`src/rtl/fetch_pkg.sv`:
```
// Shared fetch-stage definitions: widths, NOP/HLT encodings and fetch FSM states.
// Also imported by the IF/ID flush path for the canonical NOP.
package fetch_pkg;

  localparam int unsigned PC_W = 16;

  localparam logic [PC_W-1:0] NOP_INSTR          = 16'h4000;
  localparam logic [3:0]      HLT_OPCODE_DEFAULT = 4'hF;
  localparam logic [PC_W-1:0] PC_STEP            = 16'h0002;

  typedef enum logic [1:0] {
    FETCH_RUN   = 2'd0,
    FETCH_DRAIN = 2'd1,
    FETCH_HALT  = 2'd2
  } fetch_state_e;

  // Sequential PC increment; wraps modulo 2^16 by construction.
  function automatic logic [PC_W-1:0] pc_inc(input logic [PC_W-1:0] pc);
    return pc + PC_STEP;
  endfunction

endpackage

```
`src/rtl/pc_reg.sv`:
```
// Load-enabled address register with asynchronous active-low reset to a
// parameterised value; used for the architectural PC and the drain address.
module pc_reg
  import fetch_pkg::*;
#(
  parameter logic [PC_W-1:0] RESET_VAL = 16'h0000
) (
  input  logic            clk,
  input  logic            rst_n,
  input  logic            load,
  input  logic [PC_W-1:0] d,
  output logic [PC_W-1:0] q
);

  logic [PC_W-1:0] q_r;

  // Address storage: reset value on rst_n low, captures d when load is high.
  always_ff @(posedge clk or negedge rst_n) begin
    if (!rst_n) begin
      q_r <= RESET_VAL;
    end else if (load) begin
      q_r <= d;
    end else begin
      q_r <= q_r;
    end
  end

  assign q = q_r;

endmodule

```
`src/rtl/fetch_stage.sv`:
```
// Instruction-fetch stage: owns the PC, drives the imem handshake and feeds
// {pc+2, instruction-or-NOP} to the IF/ID register every cycle.
module fetch_stage
  import fetch_pkg::*;
#(
  parameter logic [PC_W-1:0] RESET_PC   = 16'h0000,
  parameter logic [3:0]      HLT_OPCODE = HLT_OPCODE_DEFAULT
) (
  input  logic            clk,
  input  logic            rst,
  input  logic            stall,
  input  logic            branch_taken,
  input  logic [PC_W-1:0] branch_target,
  output logic            imem_req,
  output logic [PC_W-1:0] imem_addr,
  input  logic            imem_ready,
  input  logic [PC_W-1:0] imem_data,
  output logic [PC_W-1:0] pc_out,
  output logic [PC_W-1:0] ins_out,
  output logic            fetch_halted
);

  fetch_state_e    state_r;
  fetch_state_e    state_next_s;
  logic [PC_W-1:0] pc_r;
  logic [PC_W-1:0] pc_next_s;
  logic            pc_load_s;
  logic [PC_W-1:0] drain_addr_r;
  logic            drain_load_s;
  logic            req_s;
  logic [PC_W-1:0] addr_s;
  logic [PC_W-1:0] ins_s;
  logic            halted_s;

  pc_reg #(.RESET_VAL(RESET_PC)) u_pc (
    .clk   (clk),
    .rst_n (rst),
    .load  (pc_load_s),
    .d     (pc_next_s),
    .q     (pc_r)
  );

  // The drain address is always the PC that was outstanding when the redirect hit.
  pc_reg #(.RESET_VAL(16'h0000)) u_drain_addr (
    .clk   (clk),
    .rst_n (rst),
    .load  (drain_load_s),
    .d     (pc_r),
    .q     (drain_addr_r)
  );

  // Fetch FSM state register.
  always_ff @(posedge clk or negedge rst) begin
    if (!rst) begin
      state_r <= FETCH_RUN;
    end else begin
      state_r <= state_next_s;
    end
  end

  // Next-state, next-PC and handshake/output decode.
  always_comb begin
    state_next_s = state_r;
    pc_next_s    = pc_r;
    pc_load_s    = 1'b0;
    drain_load_s = 1'b0;
    req_s        = 1'b0;
    addr_s       = pc_r;
    ins_s        = NOP_INSTR;
    halted_s     = 1'b0;

    case (state_r)
      FETCH_RUN: begin
        req_s  = 1'b1;
        addr_s = pc_r;
        if (imem_ready && !branch_taken) begin
          ins_s = imem_data;
        end else begin
          ins_s = NOP_INSTR;
        end

        if (branch_taken) begin
          pc_load_s = 1'b1;
          pc_next_s = branch_target;
          // Memory cannot cancel the in-flight request, so wait it out.
          if (!imem_ready) begin
            drain_load_s = 1'b1;
            state_next_s = FETCH_DRAIN;
          end else begin
            state_next_s = FETCH_RUN;
          end
        end else if (imem_ready && stall) begin
          pc_load_s = 1'b0;
        end else if (imem_ready && (imem_data[15:12] == HLT_OPCODE)) begin
          state_next_s = FETCH_HALT;
        end else if (imem_ready) begin
          pc_load_s = 1'b1;
          pc_next_s = pc_inc(pc_r);
        end else begin
          pc_load_s = 1'b0;
        end
      end

      FETCH_DRAIN: begin
        req_s  = 1'b1;
        addr_s = drain_addr_r;
        ins_s  = NOP_INSTR;
        if (branch_taken) begin
          pc_load_s = 1'b1;
          pc_next_s = branch_target;
        end else begin
          pc_load_s = 1'b0;
        end
        if (imem_ready) begin
          state_next_s = FETCH_RUN;
        end else begin
          state_next_s = FETCH_DRAIN;
        end
      end

      FETCH_HALT: begin
        halted_s = 1'b1;
        // An older branch can still squash a speculatively fetched HLT.
        if (branch_taken) begin
          pc_load_s    = 1'b1;
          pc_next_s    = branch_target;
          state_next_s = FETCH_RUN;
        end else begin
          state_next_s = FETCH_HALT;
        end
      end

      default: begin
        state_next_s = FETCH_RUN;
      end
    endcase
  end

  // Reset gates the handshake combinationally so a stale ready cannot leak through.
  assign imem_req     = rst & req_s;
  assign imem_addr    = addr_s;
  assign ins_out      = rst ? ins_s : NOP_INSTR;
  assign pc_out       = pc_inc(pc_r);
  assign fetch_halted = rst & halted_s;

endmodule

```
`config.mk`:
```
export PLATFORM = sky130hd
export DESIGN_NAME = fetch_stage
export DESIGN_NICKNAME = d
export VERILOG_FILES = /design/src/rtl/fetch_pkg.sv /design/src/rtl/pc_reg.sv /design/src/rtl/fetch_stage.sv
export SDC_FILE = /design/constraint.sdc
export NUM_CORES = 1
export LEC_CHECK = 0
export ABC_AREA = 1
export BUFFER_PORTS_ARGS = -buffer_cell sky130_fd_sc_hd__buf_2
export CAP_MARGIN = 20
export CELL_PAD_IN_SITES_DETAIL_PLACEMENT = 2
export CELL_PAD_IN_SITES_GLOBAL_PLACEMENT = 2
export CORE_ASPECT_RATIO = 0.75
export CORE_MARGIN = 2
export CORE_UTILIZATION = 26
export DETAILED_ROUTE_END_ITERATION = 6
export PLACE_DENSITY_LB_ADDON = 0.3
export SLEW_MARGIN = 20
export SYNTH_ARGS = -nofsm -noshare
export SYNTH_HDL_FRONTEND = slang
export SYNTH_SLANG_ARGS = --single-unit
```
`constraint.sdc`:
```
create_clock -name clk -period 3 [get_ports clk]
set_input_delay 0 -clock clk [delete_from_list [all_inputs] [get_ports clk]]
set_output_delay 0 -clock clk [all_outputs]
set_load 0.02 [all_outputs]
```
==> results.cfg, run 1 <==
[floorplanning]
core.rowCount = 29
die_x_um = 111
die_h_um = 84.4
initial_core_util_pct = 26.6
core_area_um2 = 8420
dieArea_um2 = 9390
io_pins = 87

[logic_synthesis]
synth.net_count = 398
ys_seq_area_share_pct = 38.0
syn_area_um2 = 2240
synthCells = 356
yosysWarnings = 0
avgSynthCellArea_um2 = 6.29
ys_ff_latch = 34
ys_types = 15

[route]
wl_per_cell_um = 14.8
ant_nets = 0
dr_total_vias = 2606
viasPerCell = 4.72
drc = 0
dr.pass1.iters = 4
drt_iter0_markers = 77
drt-total-wl_um = 8160

[global_routing]
grt_max_degree = 37
top_usage_layer = met2
use_met3_pct = 2.89
grt_antenna_before_repair = 0
grt_usage_pct = 18.2
grtUsageMet1_pct = 23.7
grt_pass1_wl_um = 14000
grt-ovfl-total = 0
grt_pass1_vias = 2880
use_met2_pct = 31.9

[worst_setup_path]
required_ns = 3.00
worst_setup_path_start_kind = flip-flop
crit_arrival_ns = 2.16
cpPeakStageDelay_ns = 0.55
path_max_fanout = 17
criticalPathCategory = reg -> out
critPathSlowestCell = or3b_2
crit_buf_inv = 2
path_cells = inv_1, ha_1, nand2_1, or3b_2, buf_2
worst_setup_path_end_kind = primary output
cp_top_family = simple AND/OR/NAND/NOR gates

[final_layout]
antenna_cells = 0
seq_area_um2 = 851
final_area_um2 = 2950
drive_above_1_share_pct = 22.3
syn2layout_area_growth_pct = 31.7
num-fill-cells = 1083
multiInputGateArea_um2 = 1200
fin_nets = 485

[place]
placed_area_um2 = 2780
dp_hpwl_um = 6360
place.gp.congestion = 0.755
io_buffers = 86

[cts]
cts_buffers = 5
cts_sinks = 34
insertion_delay_ns = 0.28
cts-root-buf = clkbuf_16
cts_max_level = 2
cts_resized = 0
cts_tree = yes
clkTransAtPathRegs_ns = 0.06
clockBufferDepth = 2

[timing]
finalClockSkew_ns = 0.00849
worst_pin_slew_ns = 0.922
relSlewSlack_pct = 38.4
maxSlewViolCount = 0
rsz0062_at_grt = no
setup_tns_ns = 0
fin_crit_sh_pct = 71.9
hold_viol_final = 0
fmax_ghz = 0.464
min_period_ns = 2.16
finalSetupViolCount = 0

[outcome]
outcome = completed

[run]
maxCapViolCount = 0

[power]
pwr_density_cell_nw_per_um2 = 1120
power_leakage_nw = 1.62
ir_worst_vdd_uv = 352

[min_path]
hold_path.class = in -> reg
==> synth_stat cells <==
cell / count / area (um2)
nand2_1: 139 / 522
nor2_1: 52 / 195
o21ai_0: 47 / 235
dfrtp_1: 34 / 851
inv_1: 33 / 124
nand3_1: 20 / 100
clkbuf_1: 7 / 26.3
nand4_1: 7 / 43.8
ha_1: 5 / 62.6
buf_2: 4 / 20.0
buf_4: 2 / 15.0
o211ai_1: 2 / 15.0
xor2_1: 2 / 17.5
a21oi_1: 1 / 5.00
or3b_2: 1 / 8.76
==> kinds of logic (layout without fill, tap and decap cells) <==
| logic type | count (synthesis) | in the layout | synth area share [%] |
|---|---|---|---|
| buf+inv | 46 | 134 | 8.26 |
| simple gates | 219 | 219 | 38.8 |
| flops | 34 | 34 | 38.0 |
| xor+xnor | 2 | 2 | 0.782 |
| fa+ha+maj | 5 | 5 | 2.79 |
| compound gates | 50 | 50 | 11.4 |
==> area by class of cell <==
class,count,share of cell area (%)
well taps,108,4.58
inverters,33,4.20
clock inverters,1,0.170
repair buffers,93,16.5
clock buffers,7,4.83
flip-flops and latches,34,28.8
multi-input cells,276,40.8
==> cells in the final DEF (no fill, tap or decap), drive strengths merged, types with 2 or more instances in the layout <==
master,n
buf,91
clkbuf,7
dfrtp,34
dlygate4sd3,2
ha,5
inv,33
nand2,139
nand3,20
nand4,7
nor2,52
o211ai,2
o21ai,47
xor2,2
==> worst register-to-register path, stage by stage, from the launching register on <==
cell and delay [ns]:
dfrtp_1 0.37, inv_1 0.08, ha_1 0.34, o21ai_0 0.25, nand2_1 0.09, nand2_1 0.29, inv_1 0.25, nand2_1 0.12
o21ai_0 0.08
==> path summary, 6_finish.rpt <==
check,from,end,slack (ns),depth (start not counted)
min in group asynchronous,rst,u_pc.q[3]$_DFFE_PN0P_,0.33,3
max in group asynchronous,rst,u_drain_addr.q[11]$_DFFE_PN0P_,2.30,3
min reg2reg,u_drain_addr.q[8]$_DFFE_PN0P_,u_drain_addr.q[8]$_DFFE_PN0P_,0.49,2
max,state_r[1]$_DFFE_PN0P_,ins_out[14],0.84,5
min,branch_target[3],u_pc.q[3]$_DFFE_PN0P_,0.04,5
max reg2reg,state_r[0]$_DFFE_PN0P_,u_pc.q[5]$_DFFE_PN0P_,1.00,8
==> per-stage QoR <==
step	setup slack, ns	hold slack (ns)	instances	util, %	power (mW)
6_report	0.843	0.0384	552	35.0	3.30
5_1_grt	0.639	0.0653	552	35.0	3.64
4_1_cts	0.779	0.0316	552	35.0	3.37
3_5_place_dp	0.947	0.130	542	33.1	2.81
3_3_place_gp	1.11	0.129	542	33.1	2.72
2_1_floorplan	1.50	-0.296	356	-	2.14
==> flip-flops by register name, indices dropped and copies added (netlist names) <==
name	cells
u_drain_addr.q	16
u_pc.q	16
state_r	2
==> power breakdown <==
| group | switching, mW | total (mW) | internal (mW) |
|---|---|---|---|
| Sequential | 0.201 | 0.885 | 0.684 |
| Clock | 0.201 | 0.530 | 0.329 |
| Combinational | 1.32 | 1.89 | 0.571 |
==> layer usage <==
metal,vias to the layer above,wire length (um)
met5,-,0
met4,0,80
met3,7,263
met2,44,4010
met1,1263,3810
li1,1292,-
==> timing repair <==
| action | CTS | global route |
|---|---|---|
| hold buffers | 2 | 0 |
| buffers inserted | 0 | 0 |
| hold endpoints to repair | 35 | 0 |
Note: power is estimated with default switching activity, not from simulation.
==> run 2: changes to the inputs <==
- CORE_UTILIZATION: 26 -> 24
- clock period: 3 -> 1.99 ns (I/O delays scaled with it)
==> run 2 against run 1 <==
Against the previous run: final area is 1.6% higher; sequential share of layout area is 0.46 points lower; die area is 8.0% higher; wire length is 3.2% higher; via count is 0.77% higher; critical endpoint unchanged; critical path type unchanged.
==> results.cfg, run 2 (same netlist as run 1, synthesis figures left out) <==
[outcome]
outcome = completed

[final_layout]
final_common_cell = nand2_1
syn2layout_area_growth_pct = 33.8
drive_above_1_share_pct = 22.6
fin_nets = 488
final_core_utilization_pct = 33.1
multiInputGateArea_um2 = 1210
num-fill-cells = 1134
final_cell_mix = nand2_1, buf_2, nor2_1
seq_area_um2 = 851
antenna_cells = 0

[worst_setup_path]
critPathSlowestCell = or3b_2
r2r_end = u_pc.q[1]$_DFFE_PN0P_
path_max_fanout = 6
rr_worst_depth = 8
criticalPathCategory = reg -> out
cpPeakStageDelay_ns = 0.45
reg2reg_setup_slack_ns = 0.23
crit_arrival_ns = 1.83
worst_setup_path_start_kind = flip-flop
crit_buf_inv = 2
path_cells = inv_1, ha_1, nand2_1, or3b_2, buf_2
cp_top_family = simple AND/OR/NAND/NOR gates
worst_setup_path_end_kind = primary output
required_ns = 1.99
r2r_start = state_r[0]$_DFFE_PN0P_

[floorplanning]
io_pins = 87
initial_core_util_pct = 24.8
die_x_um = 116
dieArea_um2 = 10100
core_area_um2 = 9050
die_h_um = 87.7
core.rowCount = 30

[timing]
fmax_ghz = 0.546
worst_pin_slew_ns = 0.480
relSlewSlack_pct = 68.0
min_period_ns = 1.83
fin_crit_sh_pct = 92.0
rsz0062_at_grt = yes
maxSlewViolCount = 0
hold_viol_final = 0
setup_slack_ns = 0.160
finalSetupViolCount = 0
finalClockSkew_ns = 0.00490

[route]
drt-total-wl_um = 8420
wl_per_cell_um = 14.7
drt_iter0_markers = 61
dr_total_vias = 2626
viasPerCell = 4.57
ant_nets = 0
drc = 0
dr.pass1.iters = 4

[place]
dp_hpwl_um = 6600
dp_slack_ns = 0.220
io_buffers = 86
place.gp.congestion = 0.779

[global_routing]
grt_pass1_vias = 2763
grt_usage_pct = 17.6
grt_antenna_before_repair = 0
grt_max_degree = 37
grt_pass1_wl_um = 14100
grt-ovfl-total = 0

[cts]
clkTransAtPathRegs_ns = 0.05
cts_sinks = 34
clockBufferDepth = 2
cts_tree = yes
cts_buffers = 5
cts_max_level = 2
cts-root-buf = clkbuf_16
insertion_delay_ns = 0.28
post_cts_buffers = 0

[min_path]
holdPathEnd = u_pc.q[2]$_DFFE_PN0P_
hold_path.class = in -> reg
min_from = branch_target[2]
whs_path_depth = 5

[power]
pwr_density_cell_nw_per_um2 = 1680
power_leakage_nw = 1.63
ir_worst_vdd_uv = 552

[run]
maxCapViolCount = 0
## run 2: cell type report
type / count / area share (%)
Inverter: 33 / 4.13
Clock buffer: 7 / 4.42
Tap cell: 128 / 5.34
Timing Repair Buffer: 96 / 17.4
Sequential cell: 34 / 28.4
Multi-Input combinational cell: 276 / 40.3
## run 2: worst max path at each step
stage | start | end | slack (ns) | cells after the start
6_report | state_r[0]$_DFFE_PN0P_ | ins_out[14] | 0.16 | 5
5_1_grt | u_pc.q[1]$_DFFE_PN0P_ | pc_out[15] | -0.002 | 7
4_1_cts | state_r[1]$_DFFE_PN0P_ | imem_addr[7] | 0.14 | 6
3_5_place_dp | state_r[0]$_DFFE_PN0P_ | u_pc.q[3]$_DFFE_PN0P_ | 0.22 | 8
3_3_place_gp | state_r[0]$_DFFE_PN0P_ | u_pc.q[5]$_DFFE_PN0P_ | 0.39 | 8
2_1_floorplan | state_r[0]$_DFFE_PN0P_ | u_pc.q[10]$_DFFE_PN0P_ | 0.49 | 9
## run 2: stage by stage
step                cell area (um2)  TNS [ns]  total power, mW  std cells  hold WS, ns
floorplan                      2240         0             3.22        356       -0.296
global placement               2840         0             4.19        565        0.136
detailed placement             2840         0             4.35        565        0.134
CTS                            3000         0             5.12        574       0.0366
global route                   3000  -0.00158             5.53        574       0.0795
finish                         3000         0             5.03        574       0.0349
## run 2: report_power, final
group	switching (mW)	internal (mW)	total, mW
clock network	0.285	0.458	0.743
registers	0.293	1.03	1.32
logic	2.03	0.933	2.97
## run 2: routing by layer
| metal | part of all wire, % | vias up | GRT usage, % |
|---|---|---|---|
| li1 | - | 1294 | - |
| met1 | 48 | 1285 | 23.4 |
| met2 | 48 | 43 | 30.4 |
| met3 | 3.5 | 4 | 2.84 |
| met4 | 0.61 | 0 | 3.29 |
| met5 | 0 | - | 0 |
## run 2: repair_timing
action | in CTS | in global routing
setup endpoints to repair | 0 | 2
resized for setup | 0 | 1
hold buffers | 2 | 0
hold endpoints to repair | 35 | 0
## run 2: worst reg2reg max path, cell delays in order (launching register included)
cell,delay [ns]
dfrtp_1,0.38
inv_1,0.09
ha_1,0.34
o21ai_0,0.27
nand2_1,0.10
nand2_1,0.13
inv_1,0.15
nand2_1,0.09
o21ai_0,0.08
==> run 3: changes to the inputs <==
- clock period: 1.99 -> 2 ns (I/O delays scaled with it)
==> run 3 against run 2 <==
Against the previous run: clock-buffer cell count is 1 lower; sequential share of layout area about the same; critical path depth grew 2; wire length increased by 0.26%; first-iteration DRC count rose by 59%; via count decreased by 0.38%; hold slack better by 0.0022 ns; clock power rose by 0.9%; clock skew is 0.0015 ns higher; flip-flop and latch count is the same; non-clock buffer count is the same; die area stayed put; largest power group unchanged.
==> results.cfg, run 3 (same netlist as run 1, synthesis figures left out) <==
[timing]
finalSetupViolCount = 0
fmax_ghz = 0.546
setup_tns_ns = 0
relSlewSlack_pct = 67.6
finalClockSkew_ns = 0.00637
hold_viol_final = 0
min_period_ns = 1.83
maxSlewViolCount = 0
worst_pin_slew_ns = 0.485
fin_crit_sh_pct = 91.6
rsz0062_at_grt = yes

[worst_setup_path]
required_ns = 2.00
reg2reg_setup_slack_ns = 0.22
critical_path.startpoint = u_pc.q[1]$_DFFE_PN0P_
criticalPathCategory = reg -> out
critPathSlowestCell = dfrtp_1
rr_worst_depth = 9
path_max_fanout = 4
crit_arrival_ns = 1.83
path_cells = ha_1, nand3_1, nor2_1, nand3_1, nand2_1, nand2_1, buf_2
worst_setup_path_end_kind = primary output
r2r_start = state_r[0]$_DFFE_PN0P_
worst_setup_path_start_kind = flip-flop
r2r_end = u_pc.q[15]$_DFFE_PN0P_
cpPeakStageDelay_ns = 0.39

[cts]
post_cts_buffers = 0
cts_max_level = 2
insertion_delay_ns = 0.28
clockBufferDepth = 2
cts-root-buf = clkbuf_16
clkTransAtPathRegs_ns = 0.05
cts_resized = 0
cts_sinks = 34
cts_buffers = 5
cts_tree = yes

[place]
io_buffers = 86
placed_area_um2 = 2840
dp.cells = 565
dp_hpwl_um = 6570
place.gp.congestion = 0.779

[final_layout]
multiInputGateArea_um2 = 1200
syn2layout_area_growth_pct = 33.9
seq_area_um2 = 851
final_cell_mix = nand2_1, buf_2, nor2_1
final_common_cell = nand2_1
final_core_utilization_pct = 33.2
instances_no_fill = 573
final_area_um2 = 3000
num-fill-cells = 1125
drive_above_1_share_pct = 22.7
antenna_cells = 0
fin_nets = 488

[route]
viasPerCell = 4.57
ant_nets = 0
dr.pass1.iters = 4
dr_total_vias = 2616
drc = 0
drt-total-wl_um = 8440
drt_iter0_markers = 97
wl_per_cell_um = 14.7

[global_routing]
grt_max_degree = 37
grt_pass1_wl_um = 14100
grt_usage_pct = 17.8
grt_antenna_before_repair = 0
grt_pass1_vias = 2869
grt-ovfl-total = 0

[floorplanning]
initial_core_util_pct = 24.8
core_area_um2 = 9050
io_pins = 87
dieArea_um2 = 10100
core.rowCount = 30
die_x_um = 116
die_h_um = 87.7

[power]
pwr_density_cell_nw_per_um2 = 1670
power_leakage_nw = 1.64
ir_worst_vdd_uv = 669

[outcome]
outcome = completed

[min_path]
min_from = branch_target[2]
whs_path_depth = 5
hold_path.class = in -> reg
holdPathEnd = u_pc.q[2]$_DFFE_PN0P_

[run]
maxCapViolCount = 0
run 3: metal layers:
layer | GRT usage, % | routed length, um | vias up | share of wire, %
li1 | - | - | 1292 | -
met1 | 22.9 | 4150 | 1275 | 49
met2 | 31.3 | 3990 | 43 | 47
met3 | 2.63 | 252 | 6 | 3.0
met4 | 4.71 | 47 | 0 | 0.56
met5 | 0 | 0 | - | 0
run 3: critical path: cells and delay by family (launching register included):
family	cells	cell delay [ns]
fa+ha+maj	1	0.23
buf+inv	1	0.16
flops	1	0.39
simple gates	5	0.77
run 3: layout make-up:
| class | count | area share [%] |
|---|---|---|
| well taps | 128 | 5.34 |
| clock buffers | 6 | 4.63 |
| flip-flops and latches | 34 | 28.3 |
| repair buffers | 96 | 17.4 |
| inverters | 33 | 4.13 |
| multi-input cells | 276 | 40.1 |
run 3: worst max-delay path by stage:
stage	end	slack, ns	cells after the start
6_report	pc_out[15]	0.17	7
5_1_grt	pc_out[15]	-0.002	7
4_1_cts	pc_out[15]	0.15	7
3_5_place_dp	u_pc.q[10]$_DFFE_PN0P_	0.24	9
3_3_place_gp	u_pc.q[5]$_DFFE_PN0P_	0.40	8
2_1_floorplan	u_pc.q[10]$_DFFE_PN0P_	0.50	9
run 3: metrics by stage:
step	hold slack, ns	setup WS [ns]	total power, mW
floorplan	-0.296	0.505	3.20
global placement	0.136	0.401	4.17
detailed placement	0.131	0.237	4.32
CTS	0.0355	0.148	5.11
global route	0.0760	-0.00198	5.53
finish	0.0371	0.167	5.01
run 3: power breakdown:
part           switching (mW)  internal (mW)
clock network           0.269          0.481
registers               0.292           1.03
logic                    2.02          0.923
total                    2.58           2.43
run 3: repair_timing:
action,CTS,global route
endpoints found under the setup margin,0,1
hold buffers,2,0
endpoints found under the hold margin,35,0
